**src/rtl/frame_addr_gen_pkg.sv**
```systemverilog
// Shared types for the frame-buffer address generator: scale codes, the
// frame-synchronous configuration record and its power-on default.
package frame_addr_pkg;

  localparam int CFG_HC_W = 11;
  localparam int CFG_VC_W = 10;

  typedef enum logic [1:0] {
    SCALE_X1 = 2'b00,
    SCALE_X2 = 2'b01,
    SCALE_X4 = 2'b10,
    SCALE_X8 = 2'b11
  } scale_t;

  typedef struct packed {
    scale_t                scale;
    logic                  mirror;
    logic                  vflip;
    logic [CFG_HC_W-1:0]   x_off;
    logic [CFG_VC_W-1:0]   y_off;
  } cfg_t;

  localparam cfg_t DEFAULT_CFG = '{
    scale:  SCALE_X1,
    mirror: 1'b0,
    vflip:  1'b0,
    x_off:  {CFG_HC_W{1'b0}},
    y_off:  {CFG_VC_W{1'b0}}
  };

endpackage

```
**src/rtl/frame_addr_gen.sv**
```systemverilog
// Raster (h,v) -> frame-buffer read address, 3-stage valid-tagged pipeline.
// Optional vertical flip is built only when FRAME_ADDR_VFLIP_EN is defined.
module frame_addr_gen
  import frame_addr_pkg::*;
#(
  parameter int SRC_W  = 240,
  parameter int SRC_H  = 320,
  parameter int HC_W   = 11,
  parameter int VC_W   = 10,
  parameter int ADDR_W = 17
) (
  input  logic              clk_in,
  input  logic              rst_in,
  input  logic              valid_in,
  input  logic [HC_W-1:0]   hcount_in,
  input  logic [VC_W-1:0]   vcount_in,
  input  logic              frame_start_in,
  input  logic [1:0]        scale_in,
  input  logic              mirror_in,
  input  logic              vflip_in,
  input  logic [HC_W-1:0]   x_off_in,
  input  logic [VC_W-1:0]   y_off_in,
  output logic              valid_out,
  output logic              in_window_out,
  output logic [ADDR_W-1:0] pixel_addr_out
);

  localparam int XW  = HC_W + 1;
  localparam int YW  = VC_W + 1;
  localparam int SXW = $clog2(SRC_W);
  localparam int SYW = $clog2(SRC_H);

  cfg_t r_cfg;
  cfg_t w_cfg_in;
  cfg_t w_cfg_eff;

  always_comb begin
    w_cfg_in        = DEFAULT_CFG;
    w_cfg_in.scale  = scale_t'(scale_in);
    w_cfg_in.mirror = mirror_in;
    w_cfg_in.x_off  = CFG_HC_W'(x_off_in);
    w_cfg_in.y_off  = CFG_VC_W'(y_off_in);
`ifdef FRAME_ADDR_VFLIP_EN
    w_cfg_in.vflip  = vflip_in;
`else
    w_cfg_in.vflip  = 1'b0;
`endif
  end

  // The frame_start beat itself must already see the new configuration.
  assign w_cfg_eff = frame_start_in ? w_cfg_in : r_cfg;

  always_ff @(posedge clk_in or posedge rst_in) begin
    if (rst_in) begin
      r_cfg <= DEFAULT_CFG;
    end else if (frame_start_in) begin
      r_cfg <= w_cfg_in;
    end
  end

  // ---------------- S1: window-relative coordinates
  logic                 r1_valid;
  logic signed [XW-1:0] r1_rel_x;
  logic signed [YW-1:0] r1_rel_y;
  logic [1:0]           r1_scale;
  logic                 r1_mirror;
  logic signed [XW-1:0] w1_rel_x;
  logic signed [YW-1:0] w1_rel_y;

  assign w1_rel_x = $signed({1'b0, hcount_in}) - $signed({1'b0, HC_W'(w_cfg_eff.x_off)});
  assign w1_rel_y = $signed({1'b0, vcount_in}) - $signed({1'b0, VC_W'(w_cfg_eff.y_off)});

  always_ff @(posedge clk_in or posedge rst_in) begin
    if (rst_in) begin
      r1_valid  <= 1'b0;
      r1_rel_x  <= '0;
      r1_rel_y  <= '0;
      r1_scale  <= 2'b00;
      r1_mirror <= 1'b0;
    end else begin
      r1_valid  <= valid_in;
      r1_rel_x  <= w1_rel_x;
      r1_rel_y  <= w1_rel_y;
      r1_scale  <= w_cfg_eff.scale;
      r1_mirror <= w_cfg_eff.mirror;
    end
  end

`ifdef FRAME_ADDR_VFLIP_EN
  logic r1_vflip;

  always_ff @(posedge clk_in or posedge rst_in) begin
    if (rst_in) begin
      r1_vflip <= 1'b0;
    end else begin
      r1_vflip <= w_cfg_eff.vflip;
    end
  end
`else
  logic w_unused_vflip;
  assign w_unused_vflip = vflip_in ^ w_cfg_eff.vflip;
`endif

  // ---------------- S2: downscale to source coordinates, window test
  logic signed [XW-1:0] w2_sx_full;
  logic signed [YW-1:0] w2_sy_full;
  logic                 w2_in;
  logic [SXW-1:0]       w2_sx;
  logic [SYW-1:0]       w2_sy;
  logic                 r2_valid;
  logic                 r2_in;
  logic [SXW-1:0]       r2_sx;
  logic [SYW-1:0]       r2_sy;

  always_comb begin
    w2_sx_full = r1_rel_x >>> r1_scale;
    w2_sy_full = r1_rel_y >>> r1_scale;
    w2_in      = r1_valid && !r1_rel_x[XW-1] && !r1_rel_y[YW-1] &&
                 (w2_sx_full < $signed(XW'(SRC_W))) &&
                 (w2_sy_full < $signed(YW'(SRC_H)));
    w2_sx      = w2_sx_full[SXW-1:0];
    w2_sy      = w2_sy_full[SYW-1:0];
    if (r1_mirror) begin
      w2_sx = SXW'(SRC_W - 1) - w2_sx;
    end else begin
      w2_sx = w2_sx;
    end
`ifdef FRAME_ADDR_VFLIP_EN
    if (r1_vflip) begin
      w2_sy = SYW'(SRC_H - 1) - w2_sy;
    end else begin
      w2_sy = w2_sy;
    end
`endif
  end

  always_ff @(posedge clk_in or posedge rst_in) begin
    if (rst_in) begin
      r2_valid <= 1'b0;
      r2_in    <= 1'b0;
      r2_sx    <= '0;
      r2_sy    <= '0;
    end else begin
      r2_valid <= r1_valid;
      r2_in    <= w2_in;
      r2_sx    <= w2_in ? w2_sx : '0;
      r2_sy    <= w2_in ? w2_sy : '0;
    end
  end

  // ---------------- S3: linear address (constant multiply)
  always_ff @(posedge clk_in or posedge rst_in) begin
    if (rst_in) begin
      valid_out      <= 1'b0;
      in_window_out  <= 1'b0;
      pixel_addr_out <= '0;
    end else begin
      valid_out      <= r2_valid;
      in_window_out  <= r2_in;
      pixel_addr_out <= ADDR_W'(r2_sx) + ADDR_W'(r2_sy) * ADDR_W'(SRC_W);
    end
  end

endmodule

```
**config.mk**
```make
export PLATFORM = sky130hd
export DESIGN_NAME = frame_addr_gen
export DESIGN_NICKNAME = d
export VERILOG_FILES = /design/src/rtl/frame_addr_gen_pkg.sv /design/src/rtl/frame_addr_gen.sv
export SDC_FILE = /design/constraint.sdc
export NUM_CORES = 1
export LEC_CHECK = 0
export BUFFER_PORTS_ARGS = -buffer_cell sky130_fd_sc_hd__buf_4
export CAP_MARGIN = 20
export CORE_UTILIZATION = 58
export DETAILED_ROUTE_END_ITERATION = 16
export HOLD_SLACK_MARGIN = 0.06
export PLACE_DENSITY = 0.8
export SYNTH_ARGS = -nofsm -noshare
export SYNTH_HDL_FRONTEND = slang
export SYNTH_SLANG_ARGS = --single-unit
export TNS_END_PERCENT = 100
```
**constraint.sdc**
```tcl
create_clock -name clk_in -period 4.1 [get_ports clk_in]
set_input_delay 0.205 -clock clk_in [delete_from_list [all_inputs] [get_ports clk_in]]
set_output_delay 0.205 -clock clk_in [all_outputs]
set_load 0.01 [all_outputs]
```
## After elaboration in Yosys (flattened, before gate mapping)

Index checks and enable logic that the tools add are counted.

| storage, ports and cells | value |
|---|---|
| bits in registers | 86 |
| input bits | 50 |
| word-level logic and storage cells | 33 |

| operators by class | value |
|---|---|
| add/sub/neg operators | 4 |
| $mul | 1 |
| magnitude comparators | 2 |
| shifts and indexed selects | 2 |
| muxes and demuxes | 4 |
| reductions and logical operators | 6 |

Operators by type and width:

| kind | count |
|---|---|
| $mux W21 | 1 |
| $add A8 B17 Y17 | 1 |
| $mux W8 | 2 |
| $mul A9 B4 Y13 const B | 1 |
| $lt A12 B9 Y1 const B | 1 |
| $sshr A12 B2 Y12 | 1 |
| $sub A11 B11 Y12 | 1 |
| $lt A11 B10 Y1 const B | 1 |
| $sshr A11 B2 Y11 | 1 |
| $sub A10 B10 Y11 | 1 |
| $mux W9 | 1 |
| $sub A8 B8 Y8 const A | 1 |
| $logic_and A1 B1 Y1 | 4 |
| $logic_not A1 Y1 | 2 |

## Longest topological paths before layout

Gate-level depths: netlist of the first run.

| depth | value |
|---|---|
| word-level depth | 6 |
| depth in mapped cells | 12 |
| mapped depth without buffers | 12 |

## Worst setup path after synthesis of the first run

Ideal clock, no wire load.

| timing | value |
|---|---|
| path kind | register to register |
| start point | register r2_sy[0] |
| end point | register pixel_addr_out[16] |
| arrival | 3428 ps |
| required time | 3966 ps |
| slack | 538 ps |
| stages on the path, launching flop included | 13 |
| buffers on the path | 0 |
| cells stage by stage | dfrtp_1 fa_1 inv_1 fa_1 fa_1 inv_1 ha_1 a21oi_1 nand2b_1 nor4_4 nand3_1 nor3b_1 xnor3_1 |

| on the way | value |
|---|---|
| cells in the longest elaborated chain, start to end | 2 |

Ends and longest elaborated chain:

| element | RTL line | text |
|---|---|---|
| start, declared | frame_addr_gen.sv:113 | `logic [SYW-1:0] r2_sy;` |
| start signal, assigned | frame_addr_gen.sv:147 | `r2_sy <= w2_in ? w2_sy : '0;` |
| $mul A9 B4 Y13 | frame_addr_gen.sv:160 | `pixel_addr_out <= ADDR_W'(r2_sx) + ADDR_W'(r2_sy) * ADDR_W'(SRC_W);` |
| $add A8 B17 Y17 | frame_addr_gen.sv:160 |  |
| end signal, assigned | frame_addr_gen.sv:160 |  |
| end, declared | frame_addr_gen.sv:25 | `output logic [ADDR_W-1:0] pixel_addr_out` |

Every way passes these cells.
A chain may end at the register's enable or synchronous reset.

## Final worst setup path of the first run

Ends and elaborated chain as after synthesis.

==> summary.md, run 1 <==
| Metric | Value |
|---|---|
| Final Hold Vio Count | 0 |
| Tmin final | approximately 3.8 ns |
| Total power | 2.24 mW |
| Required time worst endpoint | around 4.3 ns |
| Global route overflow | 0 |
| Net Count, Synth | between 500 and 600 |
| #FFs+latches synth | 86 |
| Reg2Reg Depth | 12 |
| Num ports | 69 |
| Die Area | between 0.009 and 0.01 sq mm |
| Post-Layout Cell Count | roughly 640 |
| Cts bufs inserted | 9 |
| Critical R2R Launch | r2_sy[0] |
| Final Cell Area | around 0.006 sq mm |
| Routed WL per cell | between 10 and 15 um |
| PortBufs | 67 |
| DRT antenna net count | 0 |
| Clk slew on worst S/H paths | around 0.1 ns |
| Layout cell share with drive strength beyond 1 | between 20% and 30% |
| CTS tree | built |
| Hold_sp | mirror_in |
| Number of max-cap violations | 0 |
| Clk sinks | 86 |
| EDFF count, synth | 0 |
| DR WL met2 | 4610 um |
| Clk_skew | about 0.017 ns |
| CTS root buf | clkbuf_8 |
| Met3 routed WL | ~260 um |
| Internal | 1.54 mW |
| Max-slew violations | 0 |
| Commonest non-fill, non-tap cell in the layout | dfrtp_1 |
| Hold Path Class | in -> reg |
| Vias in the first global route | approximately 3500 |
| Leak | 3.12 nW |
| Crit Path Max Fanout | 3 |
| Yosys warns | 0 |
| Final core utilization | between 70% and 80% |
| Gpl congestion | approximately 0.82 |
| Most frequent cells in the layout | dfrtp_1, buf_4, inv_1 |
| Sequential share of the synthesized area | a little over two fifths |
| CP startpoint kind | flop |
| Syn Std Cell Area | 0.00511 sq mm |
| Core Rows | 33 |
| Area Growth Syn to Fin | 16.4% |
| Pwr per Cell Area | roughly 380 mW/mm^2 |
| Max layer used | met4 |
| RSZ-0062 raised after global routing | false |
| Outcome | finished clean |
| Vias | 3387 |
| Nets | 640 |
| Initial antenna violation count | 0 |
| Fin crit share | between 90% and 100% |
| Share of total power in combinational logic | approximately a quarter |
| NetSw | 699 uW |
| Total GRT Usage | 21.9% |
| DP HPWL | ~7000 um |
| Final worst setup slack | about 0.31 ns |
| Gate Count Post-Synth | between 400 and 500 |
| Global-route wire length before repair | about 15000 um |
| Maximum vdd ir drop | roughly 0.00023 V |
| Kind of end point of the critical path | flop |
| Total Wirelength | approximately 8700 um |
| DR DRC count | 0 |
| Initial Util | around 60% |
| Sequential power share | 45.8% |
| Core footprint | approximately 0.0084 sq mm |
| Final setup vio count | 0 |
| Clk pwr share | between 20% and 30% |
| Slew margin rel. | 33.0% |
| Clock Tree Buf Depth | 2 |
| Chip Height | ~96 um |
| DR vias/cell | approximately 5.3 |
| DP Area | between 0.005 and 0.006 sq mm |
| Post-synthesis area per instance | 11.2 sq um |
| Chip width | ~96 um |
| Htree depth | 3 |
| Final TNS setup | 0 ns |
| Met1 wire length | 3740 um |
| Clock Latency Late Sink | ~0.36 ns |
| Pre-CTS setup slack | approximately 0.22 ns |
| Initial drt markers | 58 |
| CP Launch Point | r2_sy[0] |
| Worst Max-Slew Pin Slew | roughly 1.0 ns |
| Top FF cell, synth | dfrtp_1 |
| Max frequency | about 0.26 GHz |
| FFs w/ async S/R, synth | 100% |
| Hold_ws | 0.0782 ns |
| Number of antenna repair diodes | 0 |
| Cells on Worst Hold Path | 3 |
| First drt pass iteration count | 5 |
| Sw frac | between 30% and 40% |
| Worst endpoint data arrival time | between 4 and 5 ns |
| Pin count of the biggest net entering global routing | 46 |
| Crit Path Category | reg -> reg |
| Post-CTS Setup Inserts | 0 |
| Cell variety after synth | 50 |
| Dpl cells | 621 |
## critical path: stages (launching register included)
cell and delay (ns):
dfrtp_1 0.44, fa_1 0.59, inv_1 0.07, fa_1 0.48
fa_1 0.50, inv_1 0.04, ha_1 0.31, a21oi_1 0.10
nand2b_1 0.20, nor4_4 0.34, nand3_1 0.17, nor3b_2 0.22
xnor3_1 0.23
## final timing paths
path                                      end  slack (ns)
max                        pixel_addr_out[16]        0.31
min                                 r1_mirror        0.08
max reg2reg                pixel_addr_out[16]        0.31
min reg2reg                         valid_out        0.36
max in group asynchronous           r_cfg[13]        2.60
min in group asynchronous       in_window_out        0.47
## cell type report
cell class,instances,area (sq um)
Fill cell,618,2430
Timing Repair Buffer,70,531
Multi-Input combinational cell,294,2670
Inverter,68,256
Clock buffer,9,124
Sequential cell,86,2150
Tap cell,105,131
Clock inverter,7,90.1
## registers in the layout, summed over array words and instances, names as in the netlist
register and cells:
in_window_out 1, valid_out 1, r2_in 1, r1_scale 2, r1_rel_x 12, r2_sx 8, r1_mirror 1, pixel_addr_out 17
r_cfg 21, r2_valid 1, r1_valid 1, r2_sy 9, r1_rel_y 11
## power groups by stage
| stage | registers, mW | logic [mW] | clock network, mW |
|---|---|---|---|
| after global placement | 1.04 | 0.556 | 0 |
| after floorplan | 1.01 | 0.447 | 0 |
| after CTS | 1.03 | 0.586 | 0.650 |
| after detailed placement | 1.04 | 0.579 | 0 |
| final | 1.03 | 0.582 | 0.631 |
| after global routing | 1.04 | 0.651 | 0.681 |
## cell families after synthesis
group | share of synthesized area (%)
simple gates | 8.71
mux | 10.7
buf+inv | 5.87
xor+xnor | 7.09
compound gates | 8.00
fa+ha+maj | 17.6
flops | 42.1
## routing by layer
layer / vias up / GRT usage, %
li1: 1670 / -
met1: 1646 / 25.9
met2: 59 / 40.2
met3: 12 / 3.63
met4: 0 / 7.46
met5: - / 0
## what timing repair did
item / in CTS / in global routing
hold buffers: 2 / 0
endpoints found under the hold margin: 42 / 0
endpoints found under the setup margin: 0 / 1
gates resized for setup: 0 / 1
## Yosys cell counts, types with 4 or more instances
cell       n  area, sq um
nand3_1    7         35.0
buf_2      6         30.0
nor2_1    29          109
nor3_1     5         25.0
a31oi_1    4         25.0
mux2i_1   31          310
nand2b_1   4         25.0
a21o_1     6         45.0
mux4_2     6          135
mux2_2     8         90.1
a21oi_1   20          100
xor2_1    15          131
fa_1      18          360
o21ai_0    7         35.0
xnor2_1   22          193
dfrtp_1   86         2150
ha_1      43          538
nor2b_1   14         87.6
inv_1     68          255
o21ai_1    8         40.0
nand2_1    7         26.3
Note: power is estimated with default switching activity, not from simulation.
==> inputs of run 2 (changes only) <==
--- a/config.mk
+++ b/config.mk
@@ -7,10 +7,11 @@
 export LEC_CHECK = 0
 export BUFFER_PORTS_ARGS = -buffer_cell sky130_fd_sc_hd__buf_4
 export CAP_MARGIN = 20
+export CORE_MARGIN = 2
 export CORE_UTILIZATION = 58
 export DETAILED_ROUTE_END_ITERATION = 16
 export HOLD_SLACK_MARGIN = 0.06
-export PLACE_DENSITY = 0.8
+export PLACE_DENSITY = 0.89
 export SYNTH_ARGS = -nofsm -noshare
 export SYNTH_HDL_FRONTEND = slang
 export SYNTH_SLANG_ARGS = --single-unit
==> summary.md, run 2 (synthesized netlist as in run 1, its figures left out) <==
| Metric | Value |
|---|---|
| Total power | 2.18 mW (-2.8%) |
| Post-Layout Cell Count | 643 (+0.63%) |
| Initial antenna violation count | 0 (unchanged) |
| DP Area | 0.00572 sq mm (about the same) |
| Layout cell share with drive strength beyond 1 | 19.6% (-0.79 points) |
| Crit Path Max Fanout | 3 (unchanged) |
| Area Growth Syn to Fin | 15.9% |
| Reg2reg setup slack | 0.32 ns (about the same) |
| PortBufs | 67 (unchanged) |
| Final Cell Area | 0.00593 sq mm (-0.38%) |
| Final TNS setup | 0 ns (unchanged) |
| Commonest non-fill, non-tap cell in the layout | dfrtp_1 |
| Vias | 3416 (+0.86%) |
| CP startpoint kind | flop |
| Vias in the first global route | 3627 (+3.7%) |
| Worst endpoint data arrival time | 4.00 ns (-0.02 ns) |
| First drt pass iteration count | 4 (-1) |
| Post-CTS sizing | 0 (unchanged) |
| Total Wirelength | 8950 um (+2.6%) |
| Cell breakdown of the critical path | fa_1, inv_1, fa_1, fa_1, inv_1, ha_1, a21oi_1, nand2b_1, nor4_4, nand3_1, nor3b_1, xnor3_1 |
| DP HPWL | 6750 um (-0.83%) |
| Hold Path Class | in -> reg |
| Fin crit share | 92.1% (-0.28 points) |
| Worst path max stage delay | 0.57 ns (-0.02 ns) |
| Kind of end point of the critical path | flop |
| Largest registers | r_cfg (21), pixel_addr_out (17), r1_rel_x (12) |
| Chip width | 97.9 um (+2.1%) |
| Maximum vdd ir drop | 0.000293 V (+27%) |
| Nets | 641 (+0.16%) |
| RSZ-0062 raised after global routing | false |
| Tmin final | 3.78 ns (-0.0114 ns) |
| Cells on Worst Hold Path | 2 (-1) |
| Clk_skew | 0.00916 ns (-0.00795 ns) |
| Pin count of the biggest net entering global routing | 46 (unchanged) |
| Slew margin rel. | 33.9% (+0.94 points) |
| Clock Tree Buf Depth | 2 (unchanged) |
| Post-CTS Setup Inserts | 0 (unchanged) |
| Max frequency | 0.265 GHz (+0.30%) |
| Max-slew violations | 0 (unchanged) |
| Htree depth | 3 (unchanged) |
| Core footprint | 0.00864 sq mm (+3.0%) |
| Slowest CP cell | fa_1 |
| Num ports | 69 (unchanged) |
| Core Rows | 34 (+3.0%) |
| Worst Max-Slew Pin Slew | 0.991 ns (-0.0141 ns) |
| DR DRC count | 0 (unchanged) |
| Most flops, register | r_cfg |
| Number of max-cap violations | 0 (unchanged) |
| Reg2Reg Depth | 12 (unchanged) |
| Hold_buf cts | 3 (+1) |
| Routed WL per cell | 13.9 um (+2.0%) |
| Cts bufs inserted | 9 (unchanged) |
| Most frequent cells in the layout | dfrtp_1, buf_4, inv_1 |
| Final setup vio count | 0 (unchanged) |
| Final Hold Vio Count | 0 (unchanged) |
| Initial drt markers | 133 (+130%) |
| Die Area | 0.00959 sq mm (+4.2%) |
| Total GRT Usage | 20.1% (-1.8 points) |
| Global route overflow | 0 (unchanged) |
| Crit Path Category | reg -> reg |
| Clk sinks | 86 (unchanged) |
| CTS root buf | clkbuf_8 |
| Chip Height | 97.9 um (+2.1%) |
| Leak | 3.12 nW (-0.21%) |
| Dpl cells | 624 (+0.48%) |
| Gpl congestion | 0.863 (+4.7%) |
| Clk slew on worst S/H paths | 0.08 ns (-0.02 ns) |
| DR vias/cell | 5.31 (+0.23%) |
| Required time worst endpoint | 4.32 ns (-0.02 ns) |
| Number of antenna repair diodes | 0 (unchanged) |
| Max FFs per register | 21 (unchanged) |
| Clock Latency Late Sink | 0.35 ns (about the same) |
| Global-route wire length before repair | 15700 um (+1.8%) |
| CTS tree | built |
| Initial Util | 59.2% (-1.8 points) |
| Outcome | finished clean |
| DRT antenna net count | 0 (unchanged) |
| Pwr per Cell Area | 367 mW/mm^2 (-2.4%) |
| Most used cell, CP | fa_1 |
[run 2: where the power goes]
group,switching [mW],total [mW],internal (mW)
clock,0.285,0.565,0.281
combinational,0.292,0.583,0.292
sequential,0.0749,1.03,0.952
[run 2: metal layers]
layer / GRT usage (%) / part of all wire, % / vias to the layer above
met3: 3.58 / 4.6 / 12
met4: 8.55 / 1.4 / 0
li1: - / - / 1674
met5: 0 / 0 / -
met1: 23.2 / 41 / 1642
met2: 36.8 / 53 / 88
[run 2: final timing paths]
| kind | start | end |
|---|---|---|
| worst max-delay path | r2_sy[0] | pixel_addr_out[16] |
| max in group asynchronous | rst_in | r_cfg[8] |
| worst min register to register | r2_sx[2] | pixel_addr_out[2] |
| worst max register to register | r2_sy[0] | pixel_addr_out[16] |
| worst min-delay path | scale_in[0] | r1_scale[0] |
| min in group asynchronous | rst_in | pixel_addr_out[7] |
[run 2: area by class of cell]
cell class	count	area [sq um]
clock inverters	4	47.5
clock buffers	12	135
inverters	68	256
flip-flops and latches	86	2150
multi-input cells	294	2660
repair buffers	71	541
fillers	608	2710
well taps	108	135
[run 2: worst max-delay path, delay by kind of cell, from the launching register on]
| kind | cells | cell delay, ns |
|---|---|---|
| flip-flops | 1 | 0.42 |
| adder cells (fa/ha/maj) | 4 | 1.86 |
| AO/OA/AOI/OAI | 1 | 0.11 |
| AND/OR/NAND/NOR | 4 | 0.94 |
| XOR/XNOR | 1 | 0.24 |
| buffers and inverters | 2 | 0.10 |
[run 2: stage by stage]
| step | hold slack (ns) | setup WS (ns) | utilization, % |
|---|---|---|---|
| 2_1_floorplan | 0.236 | 0.538 | - |
| 3_3_place_gp | 0.316 | 0.415 | 66.2 |
| 3_5_place_dp | 0.323 | 0.318 | 66.2 |
| 4_1_cts | 0.0787 | 0.333 | 68.7 |
| 5_1_grt | 0.0904 | 0.0592 | 68.7 |
| 6_report | 0.0977 | 0.323 | 68.7 |
